--- src/rtl/dmem_bus_ctrl_if.sv ---
// ---------------------------------------------------------------------------
// dmem_bus_ctrl_if
//
// Groups the signals between the MEM stage, the data-bus controller and the
// 8-bit synchronous data RAM. Signal names keep their original _i/_o suffixes.
// These suffixes describe direction as seen from the controller, so existing
// connections carry over unchanged.
//
// Parameter:
//   ADDR_W       width of the RAM byte address
//
// Signals (direction as seen by the controller):
//   mem_ce_i     in   request valid
//   mem_we_i     in   1 = store, 0 = load
//   mem_addr_i   in   32-bit byte address (word base is addr[31:2])
//   mem_data_i   in   store data, already lane-positioned
//   mem_sel_i    in   store byte-lane mask (ignored for loads)
//   mem_data_o   out  aligned load word, lane k = byte at base+k
//   stall_req_o  out  pipeline must hold the MEM-stage inputs
//   ram_a_o      out  RAM byte address
//   ram_dout_o   out  RAM write byte
//   ram_wr_o     out  RAM write strobe
//   ram_din_i    in   RAM read byte, valid one cycle after its address
//
// Modports:
//   slave   controller view
//   master  environment view (MEM stage plus RAM)
// ---------------------------------------------------------------------------
interface dmem_bus_ctrl_if #(
    parameter int unsigned ADDR_W = 18
);
    logic              mem_ce_i;
    logic              mem_we_i;
    logic [31:0]       mem_addr_i;
    logic [31:0]       mem_data_i;
    logic [3:0]        mem_sel_i;
    logic [31:0]       mem_data_o;
    logic              stall_req_o;
    logic [ADDR_W-1:0] ram_a_o;
    logic [7:0]        ram_dout_o;
    logic              ram_wr_o;
    logic [7:0]        ram_din_i;

    modport slave (
        input  mem_ce_i, mem_we_i, mem_addr_i, mem_data_i, mem_sel_i, ram_din_i,
        output mem_data_o, stall_req_o, ram_a_o, ram_dout_o, ram_wr_o
    );

    modport master (
        output mem_ce_i, mem_we_i, mem_addr_i, mem_data_i, mem_sel_i, ram_din_i,
        input  mem_data_o, stall_req_o, ram_a_o, ram_dout_o, ram_wr_o
    );
endinterface

--- src/rtl/dmem_bus_ctrl.sv ---
// ---------------------------------------------------------------------------
// dmem_bus_ctrl
//
// Bridges the MEM stage's 32-bit word requests onto an 8-bit synchronous
// data RAM.
//   - A load reads the four bytes of the aligned word in turn and returns the
//     reassembled word.
//   - A store writes only the selected byte lanes, one lane per cycle, from
//     lowest to highest.
//   - stall_req_o holds the pipeline until the access completes.
//
// Ports:
//   clk   clock; all state updates on the rising edge
//   rst   asynchronous, active-low reset
//   bus   dmem_bus_ctrl_if.slave (MEM-stage request/response and RAM port)
//
// Optional feature (macro DBUS_RD_BUF_EN):
//   A one-word read buffer remembers the last completed load. A repeated
//   load of that word is answered in its first cycle, with no stall and no
//   RAM access. Any store to the buffered word invalidates the buffer.
// ---------------------------------------------------------------------------
module dmem_bus_ctrl #(
    parameter int unsigned ADDR_W = 18
) (
    input  logic           clk,
    input  logic           rst,
    dmem_bus_ctrl_if.slave bus
);

    typedef enum logic [2:0] {
        IDLE,
        RD,
        RD_TAIL,
        WR,
        DONE
    } state_t;

    state_t state_q, state_d;

    // Captured request. The base is word aligned, so it is kept as a word
    // address; base+k then concatenates the lane index and can never carry.
    logic [ADDR_W-1:2] wbase_q;
    logic [31:0]       wdata_q;
    logic [3:0]        sel_q, sel_d;
    logic [1:0]        k_q;

    // asm_q collects lanes 0..2 while a load is in flight. word_q changes only
    // when the last byte arrives, so mem_data_o never shows a partial word.
    logic [23:0]       asm_q;
    logic [31:0]       word_q;

    logic              null_store;
    logic              buf_hit;
    logic              start;
    logic [1:0]        lane;

    logic              stall;
    logic [ADDR_W-1:0] ram_a;
    logic [7:0]        ram_dout;
    logic              ram_wr;

    // Address bits outside the RAM space and the byte offset do not take part
    // in the access.
    logic              unused_addr;
    assign unused_addr = ^{bus.mem_addr_i[31:ADDR_W], bus.mem_addr_i[1:0]};

    assign null_store = bus.mem_we_i & (bus.mem_sel_i == 4'b0000);
    assign start      = (state_q == IDLE) & bus.mem_ce_i & ~null_store & ~buf_hit;

    // -----------------------------------------------------------------------
    // Optional one-word read buffer
    // -----------------------------------------------------------------------
`ifdef DBUS_RD_BUF_EN
    logic              buf_valid_q;
    logic [ADDR_W-1:2] buf_tag_q;
    logic              tag_match;

    // Compare tags within the RAM address space. Aliased addresses name the
    // same RAM bytes, so they must also hit and invalidate.
    assign tag_match = (bus.mem_addr_i[ADDR_W-1:2] == buf_tag_q);
    assign buf_hit   = (state_q == IDLE) & bus.mem_ce_i & ~bus.mem_we_i &
                       buf_valid_q & tag_match;

    always_ff @(posedge clk or negedge rst) begin
        if (!rst) begin
            buf_valid_q <= 1'b0;
            buf_tag_q   <= '0;
        end else if ((state_q == IDLE) && bus.mem_ce_i && bus.mem_we_i && tag_match) begin
            buf_valid_q <= 1'b0;
        end else if (state_q == RD_TAIL) begin
            buf_valid_q <= 1'b1;
            buf_tag_q   <= wbase_q;
        end
    end
`else
    assign buf_hit = 1'b0;
`endif

    // -----------------------------------------------------------------------
    // Lowest remaining selected lane of a store
    // -----------------------------------------------------------------------
    always_comb begin
        logic found;
        lane  = 2'd0;
        found = 1'b0;
        for (int unsigned i = 0; i < 4; i++) begin
            if (sel_q[i] && !found) begin
                lane  = 2'(i);
                found = 1'b1;
            end
        end
    end

    // -----------------------------------------------------------------------
    // FSM: state register
    // -----------------------------------------------------------------------
    always_ff @(posedge clk or negedge rst) begin
        if (!rst) begin
            state_q <= IDLE;
        end else begin
            state_q <= state_d;
        end
    end

    // -----------------------------------------------------------------------
    // FSM: next state and bus outputs
    // -----------------------------------------------------------------------
    always_comb begin
        state_d  = state_q;
        sel_d    = sel_q;
        stall    = 1'b0;
        ram_a    = '0;
        ram_dout = '0;
        ram_wr   = 1'b0;

        case (state_q)
            IDLE: begin
                // Stall combinationally, so the first cycle of a request is
                // already held.
                if (start) begin
                    stall   = 1'b1;
                    state_d = bus.mem_we_i ? WR : RD;
                end
            end
            RD: begin
                stall = 1'b1;
                ram_a = {wbase_q, k_q};
                if (k_q == 2'd3) begin
                    state_d = RD_TAIL;
                end
            end
            RD_TAIL: begin
                stall   = 1'b1;
                state_d = DONE;
            end
            WR: begin
                stall    = 1'b1;
                ram_a    = {wbase_q, lane};
                ram_dout = wdata_q[8*lane +: 8];
                ram_wr   = 1'b1;
                sel_d    = sel_q & ~(4'b0001 << lane);
                if (sel_d == 4'b0000) begin
                    state_d = DONE;
                end
            end
            DONE: begin
                // The request is still present here; it is complete and is
                // not restarted.
                state_d = IDLE;
            end
            default: begin
                state_d = IDLE;
            end
        endcase
    end

    // -----------------------------------------------------------------------
    // Request capture and load reassembly
    // -----------------------------------------------------------------------
    always_ff @(posedge clk or negedge rst) begin
        if (!rst) begin
            wbase_q <= '0;
            wdata_q <= '0;
            sel_q   <= '0;
            k_q     <= '0;
            asm_q   <= '0;
            word_q  <= '0;
        end else begin
            case (state_q)
                IDLE: begin
                    if (start) begin
                        wbase_q <= bus.mem_addr_i[ADDR_W-1:2];
                        wdata_q <= bus.mem_data_i;
                        sel_q   <= bus.mem_sel_i;
                        k_q     <= 2'd0;
                    end
                end
                RD: begin
                    k_q <= k_q + 2'd1;
                    // The byte on ram_din_i belongs to the address presented
                    // in the previous cycle.
                    case (k_q)
                        2'd1:    asm_q[7:0]   <= bus.ram_din_i;
                        2'd2:    asm_q[15:8]  <= bus.ram_din_i;
                        2'd3:    asm_q[23:16] <= bus.ram_din_i;
                        default: ;
                    endcase
                end
                RD_TAIL: begin
                    word_q <= {bus.ram_din_i, asm_q};
                end
                WR: begin
                    sel_q <= sel_d;
                end
                default: ;
            endcase
        end
    end

    // -----------------------------------------------------------------------
    // Outputs
    // -----------------------------------------------------------------------
    // The read buffer always holds the last completed load, which is the
    // word already in word_q. A hit therefore needs no separate data path.
    assign bus.mem_data_o  = word_q;

    // The IDLE stall term depends on mem_ce_i, so it is gated to keep the
    // output low while reset is asserted.
    assign bus.stall_req_o = stall & rst;
    assign bus.ram_a_o     = ram_a;
    assign bus.ram_dout_o  = ram_dout;
    assign bus.ram_wr_o    = ram_wr;

endmodule

--- src/flat_wrapper.sv ---
// flat-port wrapper written by rule: the top's interface ports become plain ports
module dmem_bus_ctrl_flat 
#(
    parameter int unsigned ADDR_W = 18
)
  (clk, rst, bus_mem_ce_i, bus_mem_we_i, bus_mem_addr_i, bus_mem_data_i, bus_mem_sel_i, bus_ram_din_i, bus_mem_data_o, bus_stall_req_o, bus_ram_a_o, bus_ram_dout_o, bus_ram_wr_o);
  dmem_bus_ctrl_if #(.ADDR_W(ADDR_W)) bus_i ();
  input  logic clk;
  input  logic rst;
  input wire logic [$bits(bus_i.mem_ce_i)-1:0] bus_mem_ce_i;
  input wire logic [$bits(bus_i.mem_we_i)-1:0] bus_mem_we_i;
  input wire logic [$bits(bus_i.mem_addr_i)-1:0] bus_mem_addr_i;
  input wire logic [$bits(bus_i.mem_data_i)-1:0] bus_mem_data_i;
  input wire logic [$bits(bus_i.mem_sel_i)-1:0] bus_mem_sel_i;
  input wire logic [$bits(bus_i.ram_din_i)-1:0] bus_ram_din_i;
  output wire logic [$bits(bus_i.mem_data_o)-1:0] bus_mem_data_o;
  output wire logic [$bits(bus_i.stall_req_o)-1:0] bus_stall_req_o;
  output wire logic [$bits(bus_i.ram_a_o)-1:0] bus_ram_a_o;
  output wire logic [$bits(bus_i.ram_dout_o)-1:0] bus_ram_dout_o;
  output wire logic [$bits(bus_i.ram_wr_o)-1:0] bus_ram_wr_o;
  assign bus_i.mem_ce_i = bus_mem_ce_i;
  assign bus_i.mem_we_i = bus_mem_we_i;
  assign bus_i.mem_addr_i = bus_mem_addr_i;
  assign bus_i.mem_data_i = bus_mem_data_i;
  assign bus_i.mem_sel_i = bus_mem_sel_i;
  assign bus_i.ram_din_i = bus_ram_din_i;
  assign bus_mem_data_o = bus_i.mem_data_o;
  assign bus_stall_req_o = bus_i.stall_req_o;
  assign bus_ram_a_o = bus_i.ram_a_o;
  assign bus_ram_dout_o = bus_i.ram_dout_o;
  assign bus_ram_wr_o = bus_i.ram_wr_o;
  dmem_bus_ctrl #(.ADDR_W(ADDR_W)) u_core (.clk(clk), .rst(rst), .bus(bus_i));
endmodule
--- config.mk ---
export PLATFORM = sky130hd
export DESIGN_NAME = dmem_bus_ctrl_flat
export DESIGN_NICKNAME = d
export VERILOG_FILES = /design/src/rtl/dmem_bus_ctrl_if.sv /design/src/rtl/dmem_bus_ctrl.sv /design/src/flat_wrapper.sv
export SDC_FILE = /design/constraint.sdc
export NUM_CORES = 1
export LEC_CHECK = 0
export CELL_PAD_IN_SITES_DETAIL_PLACEMENT = 0
export CELL_PAD_IN_SITES_GLOBAL_PLACEMENT = 1
export CORE_MARGIN = 5
export CORE_UTILIZATION = 38
export DETAILED_ROUTE_END_ITERATION = 12
export PLACE_DENSITY = 0.91
export SLEW_MARGIN = 40
export SYNTH_ARGS = -nofsm -noshare
export SYNTH_HDL_FRONTEND = slang
export SYNTH_SLANG_ARGS = --single-unit
--- constraint.sdc ---
create_clock -name clk -period 2.4 [get_ports clk]
set_input_delay 0.48 -clock clk [delete_from_list [all_inputs] [get_ports clk]]
set_output_delay 0.48 -clock clk [all_outputs]
set_load 0.02 [all_outputs]
==> results of run 1 <==
## routing by layer
metal	up-vias	global-route usage, %	share of wire (%)
met5	-	0	0
met4	0	5.23	1.2
met3	12	7.59	8.3
met2	123	26.0	47
met1	1727	20.4	43
li1	1637	-	-
## path summary, 6_finish.rpt
path | slack (ns) | endpoint
worst max-delay path | 0.08 | bus_ram_dout_o[1]
worst min-delay path | 0.22 | u_core.bus.mem_data_o[15]
worst max register to register | 0.39 | u_core.asm_q[21]
worst min register to register | 0.48 | u_core.wdata_q[23]
max in group asynchronous | 1.19 | u_core.bus.mem_data_o[24]
min in group clk | 0.40 | u_core.sel_q[1]
## Yosys cell counts, types with 2 or more instances
cell type,n,share of area [%]
nand4bb_1,6,1.3
a21oi_1,12,1.2
nor2_1,4,0.30
nor4bb_1,8,1.6
mux2_2,57,13
ha_1,3,0.74
buf_6,3,0.67
clkbuf_1,12,0.89
nand2b_1,11,1.4
inv_1,5,0.37
and2_1,19,2.3
o21ai_0,11,1.1
buf_8,4,1.2
a211oi_1,2,0.30
mux2_1,47,10
dfrtp_1,113,56
nor2b_1,2,0.25
nand3_1,2,0.20
nor3_1,2,0.20
o31a_1,8,1.4
nand2_1,22,1.6
or4bb_1,2,0.44
buf_2,7,0.69
## report_power, final
group	switching, mW	internal [mW]	total, mW
registers	0.557	2.89	3.44
logic	2.05	2.22	4.27
clock network	0.855	2.05	2.90
## timing repair
action                                  CTS  global route
pin swaps                                 1             1
cloned                                    0             0
gates resized for setup                  51            13
endpoints found under the setup margin   27             9
hold buffers                              0             0
## through the flow
stage / utilization [%] / hold WS (ns) / std cells / setup WS [ns]
2_1_floorplan: - / 0.184 / 380 / 0.382
3_3_place_gp: 49.9 / 0.459 / 680 / -0.368
3_5_place_dp: 49.9 / 0.469 / 680 / -0.385
4_1_cts: 54.9 / 0.242 / 711 / 0.00458
5_1_grt: 55.0 / 0.273 / 711 / -0.000441
6_report: 55.0 / 0.222 / 711 / 0.0765
## worst max-delay path: stages (launching register included)
cell,delay (ns)
dfrtp_1,0.43
or4bb_1,0.50
a21oi_1,0.18
o31a_1,0.16
buf_2,0.17
## final cells by class
type	instances	area [sq um]	share of cell area, %
Tap cell	176	220	3.04
Inverter	6	22.5	0.311
Clock inverter	10	204	2.81
Clock buffer	21	480	6.62
Multi-Input combinational cell	235	2070	28.6
Timing Repair Buffer	150	1430	19.6
Sequential cell	113	2830	39.0
## state kept, by name (all words and copies together) (netlist names)
signal / count
u_core.wdata_q: 32
u_core.state_q: 3
u_core.bus.mem_data_o: 32
u_core.sel_q: 4
u_core.asm_q: 24
u_core.k_q: 2
u_core.wbase_q: 16
## cell families after synthesis
family / after synthesis
AOI/OAI and AO/OA: 42
adders and majority gates: 3
buffers and inverters: 32
DFF: 113
muxes: 105
and+or+nand+nor: 85
==> results.md, run 1 <==
- Run status: finished clean
- Most common cell after layout, fill and taps aside: dfrtp_1
- Largest family of logic cells by synthesized area: multiplexers
- Syn_area_per_cell: 13.4 sq um
- WP data required: 1.92 ns
- EDFF count, synth: 0
- Worst-margin pin slew: 0.690 ns
- Seq/Total Area, Yosys: 55.7%
- Total global routing overflow: 0
- First-pass GRT wire length: 20.7 mm
- Die X: 126 microns
- CP startpoint: u_core.sel_q[1]
- Pleak: 3.16 nW
- Gr usage total: 16.5%
- Max Cap Viol: 0
- Fillers: 1119
- Crit Reg-Reg Startpoint: u_core.state_q[1]
- # IOs: 140
- Max-slew violations: 0
- Design Power: 10.6 mW
- Peak VDD IR: 0.892 mV
- Starting density of the core: 38.5%
- Placed Area: 6580 sq um
- Setup Viol. Count Final: 0
- Most frequent cells in the layout: dfrtp_1, clkdlybuf4s50_1, mux2_2, mux2_1, buf_4
- Initial DRT Pass Iterations: 5
- Hold crit path type: primary input to asynchronous set/reset pin
- Synth Area in Simple Gates: 11.0%
- Remaining antenna violation count: 0
- Root Buffer: clkbuf_16
- Syn. warnings: 0
- Fmax: 430 MHz
- Largest net degree at the start of global routing: 62
- Synthesized flop and latch total: 113
- CTS clock-pin slew for the worst setup and hold paths: 0.05 ns
- Final Wtd Congestion: 0.808
- Synth Area in Compound Gates: 5.40%
- Max Buffers Root-to-Sink: 2
- Adder-cell share of the synthesized area: 0.739%
- Layout area overhead: 42.9%
- Slew margin rel.: 54.0%
- Die Y: 126 microns
- Critical path class: flip-flop to output pin
- FFs w/ async S/R, synth: 100%
- Number of global-route vias before repair: 3988
- Drt first-iter violations: 149
- Post-layout min period: 2.32 ns
- Crit path max fanout: 4
- Clock Sinks: 113
- Detailed placer's ending HPWL: 8.95 mm
- Design Area, Final: 7250 sq um
- Port-buffer cells: 123
- Crit path launch type: flip-flop
- Endpoints failing hold: 0
- Synth Area in XOR/XNOR: 0%
- Worst-skew pair later-pin latency: 0.41 ns
- Setup crit end kind: output pin
- Number of diodes: 0
- Htree depth: 4
- Cts bufs inserted: 17
- Most frequently used flop master after synthesis: dfrtp_1
- Site row count: 42
- Mapped Cells: 380
- Via/cell ratio: 4.92
- Initial antenna violation count: 0
- Nets: 606
- Layout cells sized above 1: 25.2%
- Routed wire length: 12.5 mm
- Setup Total Neg Slack: 0 ns
- Die area: 15800 sq um
- Distinct cells, synth: 41
- Post-CTS Setup Bufs: 0
- TritonCTS clock tree: built
- Mux cell area share after synthesis: 23.3%
- Worst-case reg-to-reg path depth: 4
- Post-route DRC: 0
- Mapped Nets: 463
- Critical Path AT: 1.84 ns
- Vias: 3499
- Drt wl/cell: 17.6 microns
- Final worst-path cycle share: 96.8%
- Power density over the cells: 1460 nW/um^2
- Core box area: 13200 sq um
- Mapped cell area: 5080 sq um
- Fin Clk Skew: 0.00831 ns
Power figures use the tool's default switching activity.
==> inputs of run 2 (changes only) <==
--- a/config.mk
+++ b/config.mk
@@ -5,10 +5,12 @@
 export SDC_FILE = /design/constraint.sdc
 export NUM_CORES = 1
 export LEC_CHECK = 0
+export ABC_AREA = 1
 export CELL_PAD_IN_SITES_DETAIL_PLACEMENT = 0
 export CELL_PAD_IN_SITES_GLOBAL_PLACEMENT = 1
 export CORE_MARGIN = 5
-export CORE_UTILIZATION = 38
+export CORE_UTILIZATION = 35
+export CTS_CLUSTER_DIAMETER = 40
 export DETAILED_ROUTE_END_ITERATION = 12
 export PLACE_DENSITY = 0.91
 export SLEW_MARGIN = 40
==> run 2 against run 1 <==
Compared with the run above:
- critical endpoint is now bus_ram_dout_o[5]
- worst hold slack got worse by 0.028 ns
- largest cell class unchanged
- utilization decreased by 4.0 points
- clock skew about the same
- wire length is essentially flat
- highest routed layer unchanged
==> results.md, run 2 <==
- Starting density of the core: 35.4% (was 38.5%)
- Core box area: 13700 sq um (was 13200 sq um)
- Drt wl/cell: 14.7 microns (was 17.6 microns)
- Post-CTS Setup Bufs: 0 (unchanged)
- CP Cell Sequence: o21ai_1, nand3_1, nand3b_1, nand2_1, inv_1, clkdlybuf4s15_2 (was or4bb_1, a21oi_1, o31a_1, buf_2)
- Number of diodes: 0 (unchanged)
- Synthesized flop and latch total: 113 (unchanged)
- Via/cell ratio: 4.66 (was 4.92)
- Multi-input logic area: 1740 sq um (was 2070 sq um)
- Endpoints failing hold: 0 (unchanged)
- Cts bufs inserted: 17 (unchanged)
- Htree depth: 4 (unchanged)
- Max Buffers Root-to-Sink: 2 (unchanged)
- EDFF count, synth: 0 (unchanged)
- TritonCTS clock tree: built (unchanged)
- Most frequently used flop master after synthesis: dfrtp_1 (unchanged)
- Routed wire length: 12.5 mm (about the same)
- Reg area: 2830 sq um (about the same)
- Fin Clk Skew: 0.00801 ns (was 0.00831 ns)
- Run status: finished clean (unchanged)
- Remaining antenna violation count: 0 (unchanged)
- Crit path max fanout: 7 (was 4)
- Nets: 740 (was 606)
- Vias: 3958 (was 3499)
- Max Cap Viol: 0 (unchanged)
- Fin util: 51.0% (was 55.0%)
- Gr usage total: 15.9% (was 16.5%)
- Hold crit path type: primary input to asynchronous set/reset pin (unchanged)
- Initial DRT Pass Iterations: 4 (was 5)
- Final Wtd Congestion: 0.798 (was 0.808)
- Synth area leaders: dfrtp_1, nand2_1, nand3_1 (was dfrtp_1, mux2_2, mux2_1)
- Highest-delay cell along the critical path: dfrtp_2 (was or4bb_1)
- # IOs: 140 (unchanged)
- Yosys top cell by area: dfrtp_1 (unchanged)
- Fmax: 437 MHz (was 430 MHz)
- RSZ-0062 raised after global routing: false
- Worst-margin pin slew: 0.791 ns (was 0.690 ns)
- Detailed placer's ending HPWL: 8.76 mm (was 8.95 mm)
- Layout cells sized above 1: 15.5% (was 25.2%)
- Top-count cell post-synth: nand2_1 (was dfrtp_1)
- Total global routing overflow: 0 (unchanged)
- Post-layout min period: 2.29 ns (was 2.32 ns)
- Slew margin rel.: 47.2% (was 54.0%)
- FFs w/ async S/R, synth: 100% (unchanged)
- Die X: 128 microns (was 126 microns)
- Largest net degree at the start of global routing: 114 (was 62)
- Site row count: 43 (was 42)
- Drt first-iter violations: 191 (was 149)
- First-pass GRT wire length: 20.5 mm (was 20.7 mm)
- Synth cell count leaders: nand2_1, dfrtp_1, nor2_1, inv_1, nand3_1 (was dfrtp_1, mux2_2, mux2_1, nand2_1, and2_1)
- CTS clock-pin slew for the worst setup and hold paths: 0.06 ns (was 0.05 ns)
- Yosys top cell area share: 58.2% (was 55.7%)
- Pleak: 3.56 nW (was 3.16 nW)
- Crit path launch type: flip-flop (unchanged)
- Critical path class: flip-flop to output pin (unchanged)
- Design Area, Final: 7000 sq um (was 7250 sq um)
- Initial antenna violation count: 0 (unchanged)
- Worst-skew pair later-pin latency: 0.41 ns (about the same)
- Most frequent cells in the layout: nand2_1, dfrtp_1, clkdlybuf4s50_1, nor2_1, inv_1 (was dfrtp_1, clkdlybuf4s50_1, mux2_2, mux2_1, buf_4)
- Peak VDD IR: 0.633 mV (was 0.892 mV)
- WP data required: 1.92 ns (about the same)
- Layout area overhead: 44.1% (was 42.9%)
- CP Buf/Inv Count: 2 (was 1)
- Distinct cells, synth: 27 (was 41)
- Die Y: 128 microns (was 126 microns)
- Post-route DRC: 0 (unchanged)
- Mapped Cells: 522 (was 380)
- Max-slew violations: 0 (unchanged)
- Syn_area_per_cell: 9.30 sq um (was 13.4 sq um)
- Power density over the cells: 1470 nW/um^2 (was 1460 nW/um^2)
- Critical Path Max Stage Delay: 0.46 ns (was 0.50 ns)
- Setup crit end kind: output pin (unchanged)
- Mapped cell area: 4860 sq um (was 5080 sq um)
- Root Buffer: clkbuf_16 (unchanged)
- Fillers: 1242 (was 1119)
- Syn. warnings: 0 (unchanged)
- Die area: 16300 sq um (was 15800 sq um)
- Clock Sinks: 113 (unchanged)
- Port-buffer cells: 123 (unchanged)
- Setup Viol. Count Final: 0 (unchanged)
- Most common cell after layout, fill and taps aside: nand2_1 (was dfrtp_1)
- Mapped Nets: 605 (was 463)
- Top Family by Delay on Critical Path: flip-flops (was simple AND/OR/NAND/NOR gates)
- Seq/Total Area, Yosys: 58.2% (was 55.7%)
- Placed Area: 6330 sq um (was 6580 sq um)
- Number of global-route vias before repair: 4152 (was 3988)
- Critical Path AT: 1.81 ns (was 1.84 ns)
- Final worst-path cycle share: 95.2% (was 96.8%)
-- run 2: changes by cell type after synthesis, moves of 19 or more --
| cell | before | now |
|---|---|---|
| mux2_2 | 57 | 19 |
| nand3_1 | 2 | 45 |
| nor2_1 | 4 | 51 |
| and2_1 | 19 | 0 |
| mux2_1 | 47 | 5 |
| nand2_1 | 22 | 125 |
| o21ai_0 | 11 | 42 |
| inv_1 | 5 | 46 |
-- run 2: logic make-up after synthesis --
logic type                 synth area share (%)
adders and majority gates                 0.773
DFF                                        58.2
AOI/OAI and AO/OA                          9.53
buffers and inverters                      6.41
muxes                                      5.56
and+or+nand+nor                            19.5
-- run 2: power by group --
group	switching, mW	total [mW]	internal, mW	leakage [nW]
clock network	0.876	2.67	1.79	0.302
registers	0.508	3.37	2.86	1.34
logic	2.42	4.29	1.86	1.91
-- run 2: cell type report --
class | instances | area share, %
Clock buffer | 19 | 6.47
Clock inverter | 13 | 2.61
Inverter | 47 | 2.52
Multi-Input combinational cell | 338 | 24.9
Sequential cell | 113 | 40.5
Tap cell | 180 | 3.22
Timing Repair Buffer | 140 | 19.8
-- run 2: layer usage --
| metal | routed length [microns] | vias to the layer above | track usage, % |
|---|---|---|---|
| met5 | 0 | - | 0 |
| met4 | 216 | 0 | 7.37 |
| met3 | 557 | 15 | 3.96 |
| met2 | 6040 | 101 | 26.0 |
| met1 | 5690 | 1887 | 20.0 |
| li1 | - | 1955 | - |
-- run 2: per-stage QoR --
| step | std cells | worst slack (ns) | hold WS (ns) | power, mW | setup TNS (ns) |
|---|---|---|---|---|---|
| floorplan | 522 | 0.508 | 0.184 | 5.88 | 0 |
| global placement | 818 | -0.101 | 0.457 | 7.57 | -0.101 |
| detailed placement | 818 | -0.114 | 0.460 | 7.74 | -0.138 |
| CTS | 850 | 0.00303 | 0.213 | 10.5 | 0 |
| global route | 850 | 0.00363 | 0.243 | 11.0 | 0 |
| finish | 850 | 0.114 | 0.194 | 10.3 | 0 |
-- run 2: final timing paths --
check | startpoint | end | slack, ns | cells past startpoint
max | u_core.sel_q[2] | bus_ram_dout_o[5] | 0.11 | 6
max in group asynchronous | rst | u_core.sel_q[3] | 1.76 | 2
min | rst | u_core.bus.mem_data_o[21] | 0.19 | 2
max reg2reg | u_core.state_q[0] | u_core.sel_q[1] | 0.56 | 7
min in group clk | u_core.wdata_q[8] | u_core.wdata_q[8] | 0.47 | 2
min reg2reg | u_core.wdata_q[8] | u_core.wdata_q[8] | 0.47 | 2
-- run 2: repair_timing --
action	CTS	global route
hold buffers	0	0
cloned	0	0
endpoints found under the setup margin	12	24
gates resized for setup	27	28
==> inputs of run 3 (changes only) <==
--- a/config.mk
+++ b/config.mk
@@ -13,7 +13,6 @@
 export CTS_CLUSTER_DIAMETER = 40
 export DETAILED_ROUTE_END_ITERATION = 12
 export PLACE_DENSITY = 0.91
-export SLEW_MARGIN = 40
 export SYNTH_ARGS = -nofsm -noshare
 export SYNTH_HDL_FRONTEND = slang
 export SYNTH_SLANG_ARGS = --single-unit
==> results of run 3 <==
The final DEF is identical to that of run 2; final timing and power are the same.
